[src/rtl/vec_drain_pkg.sv]
// Shared definitions for stream stages: FSM encodings and FIFO sizing helper.
package vec_drain_pkg;

  typedef enum logic [1:0] {
    ST_IDLE  = 2'd0,
    ST_RUN   = 2'd1,
    ST_DRAIN = 2'd2
  } state_t;

  function automatic int fifo_depth(input int fw);
    return 1 << fw;
  endfunction

endpackage

[src/rtl/vec_drain_sync_fifo.sv]
// Small synchronous FIFO; head entry is presented directly from storage.
module vec_drain_sync_fifo #(
  parameter int DW = 17,
  parameter int FW = 2
) (
  input  logic          clk,
  input  logic          rst,
  input  logic          push,
  input  logic [DW-1:0] wdata,
  input  logic          pop,
  output logic [DW-1:0] rdata,
  output logic [FW:0]   count
);
  localparam int DEPTH = 1 << FW;

  logic [DW-1:0] store [DEPTH];
  logic [FW-1:0] wptr;
  logic [FW-1:0] rptr;

  assign rdata = store[rptr];

  // storage, pointers and occupancy; storage is cleared so the head reads 0 after reset
  always_ff @(posedge clk) begin
    if (rst) begin
      wptr  <= '0;
      rptr  <= '0;
      count <= '0;
      for (int i = 0; i < DEPTH; i++) store[i] <= '0;
    end else begin
      if (push) begin
        store[wptr] <= wdata;
        wptr        <= wptr + FW'(1);
      end
      if (pop) rptr <= rptr + FW'(1);
      unique case ({push, pop})
        2'b10:   count <= count + (FW+1)'(1);
        2'b01:   count <= count - (FW+1)'(1);
        default: ;
      endcase
    end
  end

endmodule

[src/rtl/vec_drain.sv]
// Reads len words from memory starting at base and streams them out with a running sum.
//
// state | meaning
// IDLE  | waiting for start; FIFO empty
// RUN   | issuing reads, gated by FIFO credit and memory stall
// DRAIN | all reads accepted; emptying FIFO until the last beat handshakes
module vec_drain
  import vec_drain_pkg::*;
#(
  parameter int W  = 16,
  parameter int AW = 10,
  parameter int LW = 16,
  parameter int FW = 2
) (
  input  logic          clk,
  input  logic          rst,
  input  logic          start,
  input  logic [AW-1:0] base,
  input  logic [LW-1:0] len,
  output logic          busy,
  output logic          done,
  output logic          mem_rd,
  output logic [AW-1:0] mem_addr,
  input  logic          mem_bsy,
  input  logic          mem_rvld,
  input  logic [W-1:0]  mem_rdata,
  output logic          out_vld,
  input  logic          out_rdy,
  output logic [W-1:0]  out_data,
  output logic          out_last,
  output logic [W-1:0]  sum
);
  localparam logic [FW:0] DEPTH = (FW+1)'(fifo_depth(FW));

  state_t        state;
  state_t        state_nxt;
  logic [LW-1:0] rem;
  logic          inflight;
  logic          inflight_last;
  logic [FW:0]   count;
  logic [FW:0]   occ;
  logic [W:0]    head;
  logic          accept;
  logic          push;
  logic          pop;
  logic          done_nxt;

  assign accept   = mem_rd & ~mem_bsy;
  // only returns for reads we actually issued are kept, so stale data after reset is dropped
  assign push     = mem_rvld & inflight;
  assign pop      = out_vld & out_rdy;
  assign occ      = count + {{FW{1'b0}}, inflight};
  assign out_vld  = (count != '0);
  assign out_data = head[W-1:0];
  assign out_last = head[W];
  assign busy     = (state != ST_IDLE);

  vec_drain_sync_fifo #(.DW(W+1), .FW(FW)) u_fifo (
    .clk   (clk),
    .rst   (rst),
    .push  (push),
    .wdata ({inflight_last, mem_rdata}),
    .pop   (pop),
    .rdata (head),
    .count (count)
  );

  // state register
  always_ff @(posedge clk) begin
    if (rst) state <= ST_IDLE;
    else     state <= state_nxt;
  end

  // next state, read request with credit check, completion strobe
  always_comb begin
    state_nxt = state;
    mem_rd    = 1'b0;
    done_nxt  = 1'b0;
    unique case (state)
      ST_IDLE: begin
        if (start) begin
          if (len != '0) state_nxt = ST_RUN;
          else           done_nxt  = 1'b1;
        end
      end
      ST_RUN: begin
        mem_rd = (occ < DEPTH);
        if (accept && rem == LW'(1)) state_nxt = ST_DRAIN;
      end
      ST_DRAIN: begin
        if (pop && out_last) begin
          state_nxt = ST_IDLE;
          done_nxt  = 1'b1;
        end
      end
      default: state_nxt = ST_IDLE;
    endcase
  end

  // address/remaining counters, in-flight tracking, checksum and done register
  always_ff @(posedge clk) begin
    if (rst) begin
      mem_addr      <= '0;
      rem           <= '0;
      inflight      <= 1'b0;
      inflight_last <= 1'b0;
      sum           <= '0;
      done          <= 1'b0;
    end else begin
      done          <= done_nxt;
      inflight      <= accept;
      inflight_last <= accept && (rem == LW'(1));
      if (state == ST_IDLE && start) begin
        mem_addr <= base;
        rem      <= len;
        sum      <= '0;
      end else begin
        if (accept) begin
          mem_addr <= mem_addr + AW'(1);
          rem      <= rem - LW'(1);
        end
        if (pop) sum <= sum + out_data;
      end
    end
  end

endmodule

[config.mk]
export PLATFORM = sky130hd
export DESIGN_NAME = vec_drain
export DESIGN_NICKNAME = d
export VERILOG_FILES = /design/src/rtl/vec_drain_pkg.sv /design/src/rtl/vec_drain_sync_fifo.sv /design/src/rtl/vec_drain.sv
export SDC_FILE = /design/constraint.sdc
export NUM_CORES = 1
export LEC_CHECK = 0
export ABC_AREA = 0
export CAP_MARGIN = 10
export CORE_UTILIZATION = 54
export CTS_CLUSTER_DIAMETER = 60
export DETAILED_ROUTE_END_ITERATION = 10
export PLACE_DENSITY = 0.8
export SYNTH_ARGS = -nofsm -noshare
export SYNTH_HDL_FRONTEND = slang
export SYNTH_SLANG_ARGS = --single-unit
[constraint.sdc]
create_clock -name clk -period 4.4 [get_ports clk]
set_input_delay 0.44 -clock clk [delete_from_list [all_inputs] [get_ports clk]]
set_output_delay 0.44 -clock clk [all_outputs]
set_load 0.05 [all_outputs]
==> results.ini, run 1 <==
[power_and_ir_drop]
p_comb_share_pct=14.7
intPower_w=0.002368
power.density_nw_per_um2=411.7
switchingPower_w=0.0008194
vdd.ir_drop.worst_uv=311.9
sw_frac_of_total_pct=25.70
seqPwrFrac_pct=41.2
p_leak_nw=2.929
clockPowerShare_pct=44.0

[timing]
max_freq_mhz=294.9
final_hold_viol_count=0
slew_headroom_pct=31.34
final-setup-viol-count=0
finClkSkew_ns=0.006485
tns_ns=0
fin_crit_ns=3.391
tightestPinTransition_ns=1.028
setup_ws_ns=1.009
timing.final.crit_share_pct=77.07
maxSlewViolCount=0
rsz0062_at_grt=no

[floorplanning]
die_x_um=108.0
io_pins=95
die_area_um2=11670
fp.dieH_um=108.0
row_count=38
core_um2=10890
initial_core_util_pct=55.75

[setup_path]
criticalPathCategory=flop to flop
critPathMaxStageDelay_ns=0.58
cp_slowest_cell=mux4_2
start_kind=flop
cp_cell_sequence=buf_4 > mux4_2 > ha_1 > inv_1 > fa_1 > nor2b_1 > o2111ai_1 > o21ai_0 > a311oi_1 > a31oi_1 > xor2_1 > a22o_1
worstPathRequired_ns=4.81
worstPathArrival_ns=3.81
critPathMaxFanout=17
cp-end-kind=flop

[detailed_routing]
routed-via-count=4807
ant_nets=0
drtIter0Drc=480
drcViolationCount=0
drt-met1-wl_mm=6.416
wl_met2_mm=7.158
met3_wirelength_mm=1.086
dr.pass1.iters=5
detail_route.wirelength_mm=14.95
wl_per_cell_um=18.26
highest_layer=met4
via_per_inst=5.869

[min_path]
hp-class=flop to flop

[outcome]
outcome=complete, no violations

[clocking]
cts_sinks=124
htree_levels=4
numCtsBuffers=17
cts_tree=built
post_cts_buffers=0
cts_buffer_depth=2
clock_latency_ns=0.52
root_buffer=clkbuf_8
clk_pin_slew_ns=0.06
hold_buffers=0
cts-resized-gates=0

[finish]
fin_area_um2=7744
syn_to_final_growth_pct=27.58
seq_area_um2=3163
multi_input_area_um2=2679
stdcell_count=819
post-route-util_pct=71.12
antennaDiodeCount=0
num-fill-cells=761
final_layout_size_suffix_gt1_share_pct=10.16
num-nets-final=735

[synth]
yosysTopAreaCell=edfxtp_1
syn_area_per_cell_um2=10.61
async_flop_share_pct=0
synthTopCellsByCount=nor2_1, edfxtp_1, dfxtp_1, nand2_1
syn_inst=572
netlist.area_leader.share_pct=33.64
synth.net_count=641
seq_area_frac_synth_pct=52.11
ys_seq_elements=124
yosysUniqueCellTypes=59
syn_area_um2=6070
ys.flop_type=edfxtp_1
synth_area_leaders=edfxtp_1, dfxtp_1, mux4_2, nor2_1, ha_1
yosysMostFrequentCell=nor2_1
yosysWarnings=0
synth_edf_count=68

[placement]
place_hpwl_mm=10.20
io_buffers=94
numPlacedInstances=787
placed_area_um2=7149
gp_congestion=0.8616
dp_slack_ns=1.087

[grt]
groute.usage.overall_pct=27.48
globalRouteOverflowTotal=0
grt_pass1_wl_mm=24.01
grt_max_degree=35
grt_pass1_vias=4792
antenna_found_initial=0

[flow_run]
cap_violations=0

==> cell usage in the layout (no fill, tap or decap), types with 6 or more instances in the layout <==
cell             netlist  final
clkbuf_16              0     16
xnor2_1               10     10
nand2_1               51     51
mux4_2                17     17
a311oi_1               6      6
dfxtp_1               56     56
ha_1                  19     19
o21ai_0               15     15
buf_4                  0      9
and2_1                21     21
or3_1                  8      8
nor4_1                 7      6
clkdlybuf4s50_1        0     94
inv_1                 32     32
nor3_1                 6      6
nand3_1               10     10
a21oi_1               32     32
xor2_1                10     10
a31oi_1                8      8
nor2_1                80     80
edfxtp_1              68     68
a211oi_1              12     12
==> critical path: cells and delay by family, from the launching register on <==
family | cells | cell delay, ns
buf+inv | 2 | 0.41
fa+ha+maj | 2 | 0.42
xor+xnor | 1 | 0.17
flops | 1 | 0.32
simple gates | 1 | 0.09
mux | 1 | 0.58
compound gates | 5 | 1.27
==> final cells by class <==
class / count / area share [%]
Clock buffer: 18 / 5.397
Multi-Input combinational cell: 387 / 34.59
Timing Repair Buffer: 103 / 13.02
Tap cell: 140 / 2.262
Clock inverter: 14 / 2.278
Inverter: 33 / 1.600
Sequential cell: 124 / 40.85
==> sequential cells by signal, indices dropped and copies added (netlist names), named ones only <==
name           flops
state              2
u_fifo.rptr        2
u_fifo.wptr        2
u_fifo.count       3
mem_addr          10
done               1
inflight_last      1
u_fifo.store      68
sum               16
rem               16
inflight           1
==> per-layer routing <==
metal  vias up  GRT usage, %
met2       218         42.22
met5         -             0
met1      2290         37.77
met4         0         10.86
li1       2272             -
met3        27         6.329
==> path summary, 6_finish.rpt <==
| check | slack [ns] | end | cells after the start | from |
|---|---|---|---|---|
| worst min register to register | 0.48 | sum[9] | 2 | sum[9] |
| worst min-delay path | 0.48 | sum[9] | 2 | sum[9] |
| worst max register to register | 1.01 | sum[14] | 12 | flop |
| worst max-delay path | 1.01 | sum[14] | 12 | flop |
==> kinds of logic (layout without fill, tap and decap cells) <==
family                     Yosys count  after routing  synth area share (%)
xor gates and xnor gates            20             20                 2.886
adders and majority gates           21             21                 4.576
DFF                                124            124                 52.11
buffers and inverters               61            168                 3.855
and+or+nand+nor                    213            213                 16.92
AOI/OAI and AO/OA                  114            114                 13.01
muxes                               19             19                 6.638
==> power groups by stage <==
stage	clock network, W	registers (W)	logic, W
3_3_place_gp	0	0.00133	0.000453
3_5_place_dp	0	0.00134	0.000464
6_report	0.00140	0.00131	0.000469
2_1_floorplan	0	0.00137	0.000266
5_1_grt	0.00147	0.00132	0.000502
4_1_cts	0.00142	0.00131	0.000468
==> stage by stage <==
stage / power, W / hold slack, ns
after floorplan: 0.001634 / 0.4466
after global placement: 0.001786 / 0.4598
after CTS: 0.003202 / 0.4853
after detailed placement: 0.001801 / 0.4759
final: 0.003188 / 0.4808
after global routing: 0.003295 / 0.5173
(Power assumes the default switching activity.)
==> run 2: changes to the inputs <==
Settings changed: CORE_UTILIZATION 54 to 49, PLACE_DENSITY 0.8 to 0.77.
Clock period 4.4 ns to 2.8 ns, I/O delays scaled along.
==> run 2 against run 1 <==
  * First-iteration DRC count fell by 19%
  * Sequential power up 58%
  * Setup slack lost 0.99 ns
  * Via count rose by 1.9%
  * Sequential share of layout area decreased by 1.7 points
  * Global-route usage decreased by 2.3 points
==> results.ini, run 2 (synthesis gave the netlist of run 1 again) <==
[timing]
fin_crit_ns=2.781  ; was 3.391 ns
maxSlewViolCount=0  ; unchanged
rsz0062_at_grt=yes  ; was no
setup_ws_ns=0.01917  ; was 1.009 ns
holdWs_ns=0.4692  ; was 0.4808 ns
max_freq_mhz=359.6  ; was 294.9 MHz
tns_ns=0  ; unchanged
final-setup-viol-count=0  ; unchanged
tightestPinTransition_ns=0.7280  ; was 1.028 ns
finClkSkew_ns=0.01038  ; was 0.006485 ns
timing.final.crit_share_pct=99.32  ; was 77.07%
final_hold_viol_count=0  ; unchanged
slew_headroom_pct=51.46  ; was 31.34%

[placement]
place_hpwl_mm=10.44  ; was 10.20 mm
dp_slack_ns=0.009582  ; was 1.087 ns
gp_congestion=0.8268  ; was 0.8616
io_buffers=94  ; unchanged
placed_area_um2=7422  ; was 7149 um2

[finish]
num-nets-final=753  ; was 735
final_layout_size_suffix_gt1_share_pct=16.50  ; was 10.16%
largest_reg_flops=68  ; unchanged
layout_common_cells=clkdlybuf4s50_1, nor2_1, edfxtp_1  ; unchanged
final_common_cell=clkdlybuf4s50_1  ; unchanged
antennaDiodeCount=0  ; unchanged
num-fill-cells=880  ; was 761
fin_area_um2=8085  ; was 7744 um2
largest-register=u_fifo.store  ; unchanged
multi_input_area_um2=2878  ; was 2679 um2
syn_to_final_growth_pct=33.21  ; was 27.58%
reg_top3=u_fifo.store: 68 flops, rem: 16 flops, sum: 16 flops  ; unchanged
seq_area_um2=3168  ; was 3163 um2

[grt]
grt_pass1_vias=4983  ; was 4792
grt_pass1_wl_mm=24.36  ; was 24.01 mm
grt_max_degree=35  ; unchanged
antenna_found_initial=0  ; unchanged
globalRouteOverflowTotal=0  ; unchanged
groute.usage.overall_pct=25.18  ; was 27.48%

[setup_path]
worstPathArrival_ns=3.09  ; was 3.81 ns
cp-end-kind=flop  ; unchanged
worst_path_dominant_cell_family=compound AO/OA/AOI/OAI gates  ; unchanged
criticalPathCategory=flop to flop  ; unchanged
critPathMaxFanout=6  ; was 17
cp_cell_sequence=buf_4 > mux4_2 > ha_4 > nor2b_2 > o2111ai_2 > o21ai_2 > a311oi_2 > a31oi_1 > xor2_1 > a22o_1  ; was buf_4 > mux4_2 > ha_1 > inv_1 > fa_1 > nor2b_1 > o2111ai_1 > o21ai_0 > a311oi_1 > a31oi_1 > xor2_1 > a22o_1
critPathMaxStageDelay_ns=0.55  ; was 0.58 ns
start_kind=flop  ; unchanged
path_buf_inv=1  ; was 2
cp_slowest_cell=mux4_2  ; unchanged
cp.depth=10  ; was 12
rr_worst_depth=10  ; was 12
worstPathRequired_ns=3.11  ; was 4.81 ns

[detailed_routing]
drtIter0Drc=391  ; was 480
wl_per_cell_um=17.98  ; was 18.26 um
via_per_inst=5.662  ; was 5.869
drcViolationCount=0  ; unchanged
routed-via-count=4898  ; was 4807
detail_route.wirelength_mm=15.56  ; was 14.95 mm
dr.pass1.iters=6  ; was 5
ant_nets=0  ; unchanged

[clocking]
cts_sinks=124  ; unchanged
htree_levels=4  ; unchanged
numCtsBuffers=17  ; unchanged
cts_buffer_depth=2  ; unchanged
cts_tree=built  ; unchanged
hold_buffers=0  ; unchanged
clk_pin_slew_ns=0.06  ; about the same
clock_latency_ns=0.42  ; was 0.52 ns
root_buffer=clkbuf_16  ; was clkbuf_8

[flow_run]
cap_violations=0  ; unchanged

[floorplanning]
die_area_um2=12840  ; was 11670 um2
initial_core_util_pct=50.32  ; was 55.75%
fp.dieH_um=113.3  ; was 108.0 um
core_um2=12060  ; was 10890 um2
io_pins=95  ; unchanged
row_count=40  ; was 38
die_x_um=113.3  ; was 108.0 um

[power_and_ir_drop]
p_leak_nw=2.983  ; was 2.929 nW
power.density_nw_per_um2=599.4  ; was 411.7 nW/um2
vdd.ir_drop.worst_uv=536.3  ; was 311.9 uV

[outcome]
outcome=complete, no violations  ; unchanged

[min_path]
min_path_cells=3  ; was 2
hp-class=input pin to flop  ; was flop to flop

[run 2: stage by stage]
step                std cells  utilization, %  total power [W]
finish                    865           67.03         0.004846
global route              865           67.03         0.005013
CTS                       861           66.05         0.004843
detailed placement        829           61.54         0.002867
global placement          829           61.54         0.002845
floorplan                 572               -         0.002591
[run 2: worst paths after layout]
kind              startpoint  endpoint  slack [ns]
hold reg to reg      sum[10]   sum[10]        0.51
hold / removal        len[9]    rem[9]        0.47
setup / recovery        flop   sum[14]        0.02
setup reg to reg        flop   sum[14]        0.02
[run 2: worst register-to-register path: cells and delay by family (launching register included)]
family                     cells  cell delay [ns]
buffers and inverters          1             0.14
muxes                          1             0.55
DFF                            1             0.41
AOI/OAI and AO/OA              5             0.95
and+or+nand+nor                1             0.17
xor gates and xnor gates       1             0.18
adders and majority gates      1             0.28
[run 2: cell type report]
cell class,instances,area share [%]
flip-flops and latches,124,39.18
multi-input cells,387,35.59
repair buffers,121,14.39
clock buffers,17,5.262
well taps,168,2.600
inverters,33,1.532
clock inverters,15,1.439
[run 2: power breakdown]
group / total, W / switching [W] / internal (W)
logic: 0.000790 / 0.000464 / 0.000326
clock network: 0.00198 / 0.000846 / 0.00114
registers: 0.00207 / 0.0000688 / 0.00200
total: 0.00485 / 0.00138 / 0.00347
[run 2: repair_timing]
action / 4_1_cts / 5_1_grt
endpoints found under the setup margin: 3 / 5
buffers inserted: 0 / 4
pin swaps: 0 / 9
gates resized for setup: 1 / 15
[run 2: metal layers]
metal	global-route usage, %	share of wire (%)	up-vias
li1	-	-	2315
met1	31.53	42	2379
met2	41.15	50	175
met3	7.177	6.1	29
met4	10.26	2.2	0
met5	0	0	-
==> run 3: changes to the inputs <==
Settings changed: CORE_UTILIZATION 49 to 54, PLACE_DENSITY 0.77 to 0.8, SYNTH_HIERARCHICAL from default to 1.
Clock period 2.8 ns to 3.1 ns, I/O delays scaled along.
==> run 3 against run 2 <==
  * Synthesized area up 1.9%
  * Clock-buffer cell count increased by 4
  * Synthesized cell count down 4.2%
  * First-iteration DRC count grew 13%
  * Total power fell by 8.9%
  * Critical endpoint is now sum[12]
  * Largest cell class unchanged
  * Highest routed layer unchanged
==> results.ini, run 3 <==
[outcome]
outcome=complete, no violations  ; unchanged

[clocking]
cts_tree=built  ; unchanged
cts_buffer_depth=2  ; unchanged
clk_pin_slew_ns=0.05  ; was 0.06 ns
htree_levels=4  ; unchanged
cts_sinks=124  ; unchanged
clock_latency_ns=0.42  ; about the same
numCtsBuffers=17  ; unchanged
root_buffer=clkbuf_16  ; unchanged

[placement]
place_hpwl_mm=9.971  ; was 10.44 mm
placed_area_um2=7291  ; was 7422 um2
io_buffers=94  ; unchanged
gp_congestion=0.8920  ; was 0.8268

[setup_path]
cp-end-kind=flop  ; unchanged
worstPathRequired_ns=3.45  ; was 3.11 ns
crit_path_end=sum[12]  ; was sum[14]
r2r-end=sum[12]  ; was sum[14]
worstPathArrival_ns=3.36  ; was 3.09 ns
critPathMaxFanout=3  ; was 6
criticalPathCategory=flop to flop  ; unchanged
rrSetupSlack_ns=0.08  ; was 0.02 ns
start_kind=flop  ; unchanged
rr_worst_depth=10  ; unchanged

[finish]
num-fill-cells=742  ; was 880
largest_reg_flops=68  ; unchanged
fin_area_um2=7918  ; was 8085 um2
final_layout_size_suffix_gt1_share_pct=13.08  ; was 16.50%
layout_common_cells=clkdlybuf4s50_1, and2_1, edfxtp_1  ; was clkdlybuf4s50_1, nor2_1, edfxtp_1
num-nets-final=721  ; was 753
final_common_cell=clkdlybuf4s50_1  ; unchanged
antennaDiodeCount=0  ; unchanged
syn_to_final_growth_pct=28.02  ; was 33.21%
reg_top3=u_fifo/store: 68 flops, rem: 16 flops, sum: 16 flops  ; was u_fifo.store: 68 flops, rem: 16 flops, sum: 16 flops
largest-register=u_fifo/store  ; was u_fifo.store

[grt]
grt_pass1_wl_mm=23.41  ; was 24.36 mm
grt_max_degree=26  ; was 35
groute.usage.overall_pct=26.51  ; was 25.18%
grt_pass1_vias=4755  ; was 4983
antenna_found_initial=0  ; unchanged
globalRouteOverflowTotal=0  ; unchanged

[floorplanning]
die_x_um=109.0  ; was 113.3 um
row_count=38  ; was 40
io_pins=95  ; unchanged
initial_core_util_pct=56.31  ; was 50.32%
die_area_um2=11890  ; was 12840 um2
core_um2=10980  ; was 12060 um2
fp.dieH_um=109.0  ; was 113.3 um

[timing]
fin_crit_ns=3.017  ; was 2.781 ns
final-setup-viol-count=0  ; unchanged
maxSlewViolCount=0  ; unchanged
finClkSkew_ns=0.007934  ; was 0.01038 ns
tightestPinTransition_ns=0.6865  ; was 0.7280 ns
slew_headroom_pct=54.08  ; was 51.46%
timing.final.crit_share_pct=97.31  ; was 99.32%
final_hold_viol_count=0  ; unchanged
max_freq_mhz=331.5  ; was 359.6 MHz

[synth]
syn_area_per_cell_um2=11.29  ; was 10.61 um2
seq_area_frac_synth_pct=51.14  ; was 52.11%
yosysTopAreaCell=edfxtp_1  ; unchanged
ys_seq_elements=124  ; unchanged
ys.flop_type=edfxtp_1  ; unchanged
yosysMostFrequentCell=and2_1  ; was nor2_1
synth.net_count=617  ; was 641
yosysWarnings=6  ; was 0
syn_area_um2=6185  ; was 6070 um2
synth_edf_count=68  ; unchanged
yosysUniqueCellTypes=66  ; was 59
syn_inst=548  ; was 572
synth_area_leaders=edfxtp_1, dfxtp_1, and2_1, mux4_2, ha_1  ; was edfxtp_1, dfxtp_1, mux4_2, nor2_1, ha_1
netlist.area_leader.share_pct=33.02  ; was 33.64%
async_flop_share_pct=0  ; unchanged
synthTopCellsByCount=and2_1, edfxtp_1, dfxtp_1, nor2_1, nand2_1  ; was nor2_1, edfxtp_1, dfxtp_1, nand2_1

[power_and_ir_drop]
clockPowerShare_pct=43.5  ; was 41.0%
p_leak_nw=2.941  ; was 2.983 nW
switchingPower_w=0.001131  ; was 0.001379 W
vdd.ir_drop.worst_uv=451.5  ; was 536.3 uV
total_power_w=0.004414  ; was 0.004846 W
seqPwrFrac_pct=42.1  ; was 42.7%
intPower_w=0.003282  ; was 0.003467 W
power.density_nw_per_um2=557.4  ; was 599.4 nW/um2
p_comb_share_pct=14.4  ; was 16.3%
sw_frac_of_total_pct=25.63  ; was 28.46%

[detailed_routing]
detail_route.wirelength_mm=14.81  ; was 15.56 mm
ant_nets=0  ; unchanged
dr.pass1.iters=5  ; was 6
wl_per_cell_um=18.39  ; was 17.98 um
drtIter0Drc=443  ; was 391
drcViolationCount=0  ; unchanged
via_per_inst=5.909  ; was 5.662
routed-via-count=4757  ; was 4898

[flow_run]
cap_violations=0  ; unchanged

[min_path]
hp-class=input pin to flop  ; unchanged

[run 3: metrics by stage]
| step | instances | utilization (%) | TNS [ns] | setup WS [ns] | hold WS [ns] |
|---|---|---|---|---|---|
| after floorplan | 548 | - | 0 | 0.01981 | 0.3899 |
| after global placement | 772 | 66.38 | 0 | 0.07722 | 0.4477 |
| after detailed placement | 772 | 66.38 | -0.006133 | -0.006133 | 0.4566 |
| after CTS | 804 | 71.69 | 0 | 0.01577 | 0.3230 |
| after global routing | 805 | 72.09 | -0.07736 | -0.04834 | 0.3419 |
| final | 805 | 72.09 | 0 | 0.08340 | 0.3350 |
[run 3: cell type report]
class,count,area (um2),area share (%)
Sequential cell,124,3167,40.00
Multi-Input combinational cell,392,2914,36.80
Timing Repair Buffer,109,1052,13.29
Clock buffer,21,460.4,5.815
Tap cell,140,175.2,2.212
Clock inverter,11,118.9,1.501
Inverter,8,30.03,0.3793
[run 3: timing repair]
| action | in CTS | in global routing |
|---|---|---|
| setup endpoints to repair | 1 | 5 |
| setup buffers | 0 | 1 |
| pin swaps | 0 | 5 |
| hold buffers | 0 | 0 |
| hold endpoints to repair | 0 | 0 |
| gates resized for setup | 1 | 9 |
[run 3: cell families after synthesis]
group	count (synthesis)	share of synthesized area (%)
buffers and inverters	32	2.549
muxes	21	6.838
and+or+nand+nor	217	19.58
xor gates and xnor gates	25	3.540
AOI/OAI and AO/OA	108	11.86
adders and majority gates	21	4.491
DFF	124	51.14
[run 3: metal layers]
| layer | wire [um] | share of wire, % | track usage, % | vias to the layer above |
|---|---|---|---|---|
| li1 | - | - | - | 2235 |
| met4 | 165 | 1.1 | 10.04 | 0 |
| met3 | 911 | 6.2 | 6.097 | 15 |
| met5 | 0 | 0 | 0 | - |
| met2 | 7359 | 50 | 43.22 | 177 |
| met1 | 6370 | 43 | 34.40 | 2330 |
[run 3: worst max-delay path, stage by stage (launching register included)]
cell and delay [ns]:
dfxtp_4 0.37, mux4_2 0.55, ha_4 0.20, fa_2 0.37, a211oi_2 0.28, o21bai_1 0.12
a221o_1 0.45, o221ai_2 0.20, xnor2_1 0.14, nand2_1 0.10, a21oi_2 0.15
[run 3: how the worst min path moves through the flow]
stage,to,slack [ns],cells after the start,startpoint
after floorplan,inflight,0.39,1,rst
after global placement,rem[13],0.45,2,rem[13]
after detailed placement,rem[13],0.46,2,rem[13]
after CTS,u_fifo/wptr[0],0.32,2,rst
after global routing,u_fifo/rptr[0],0.34,2,rst
final,u_fifo/wptr[0],0.33,2,rst
[run 3: power by group through the flow]
stage | sequential, W | clock (W) | combinational [W]
2_1_floorplan | 0.00192 | 0 | 0.000358
3_3_place_gp | 0.00188 | 0 | 0.000612
5_1_grt | 0.00186 | 0.00201 | 0.000678
4_1_cts | 0.00186 | 0.00194 | 0.000631
3_5_place_dp | 0.00189 | 0 | 0.000624
6_report | 0.00186 | 0.00192 | 0.000638
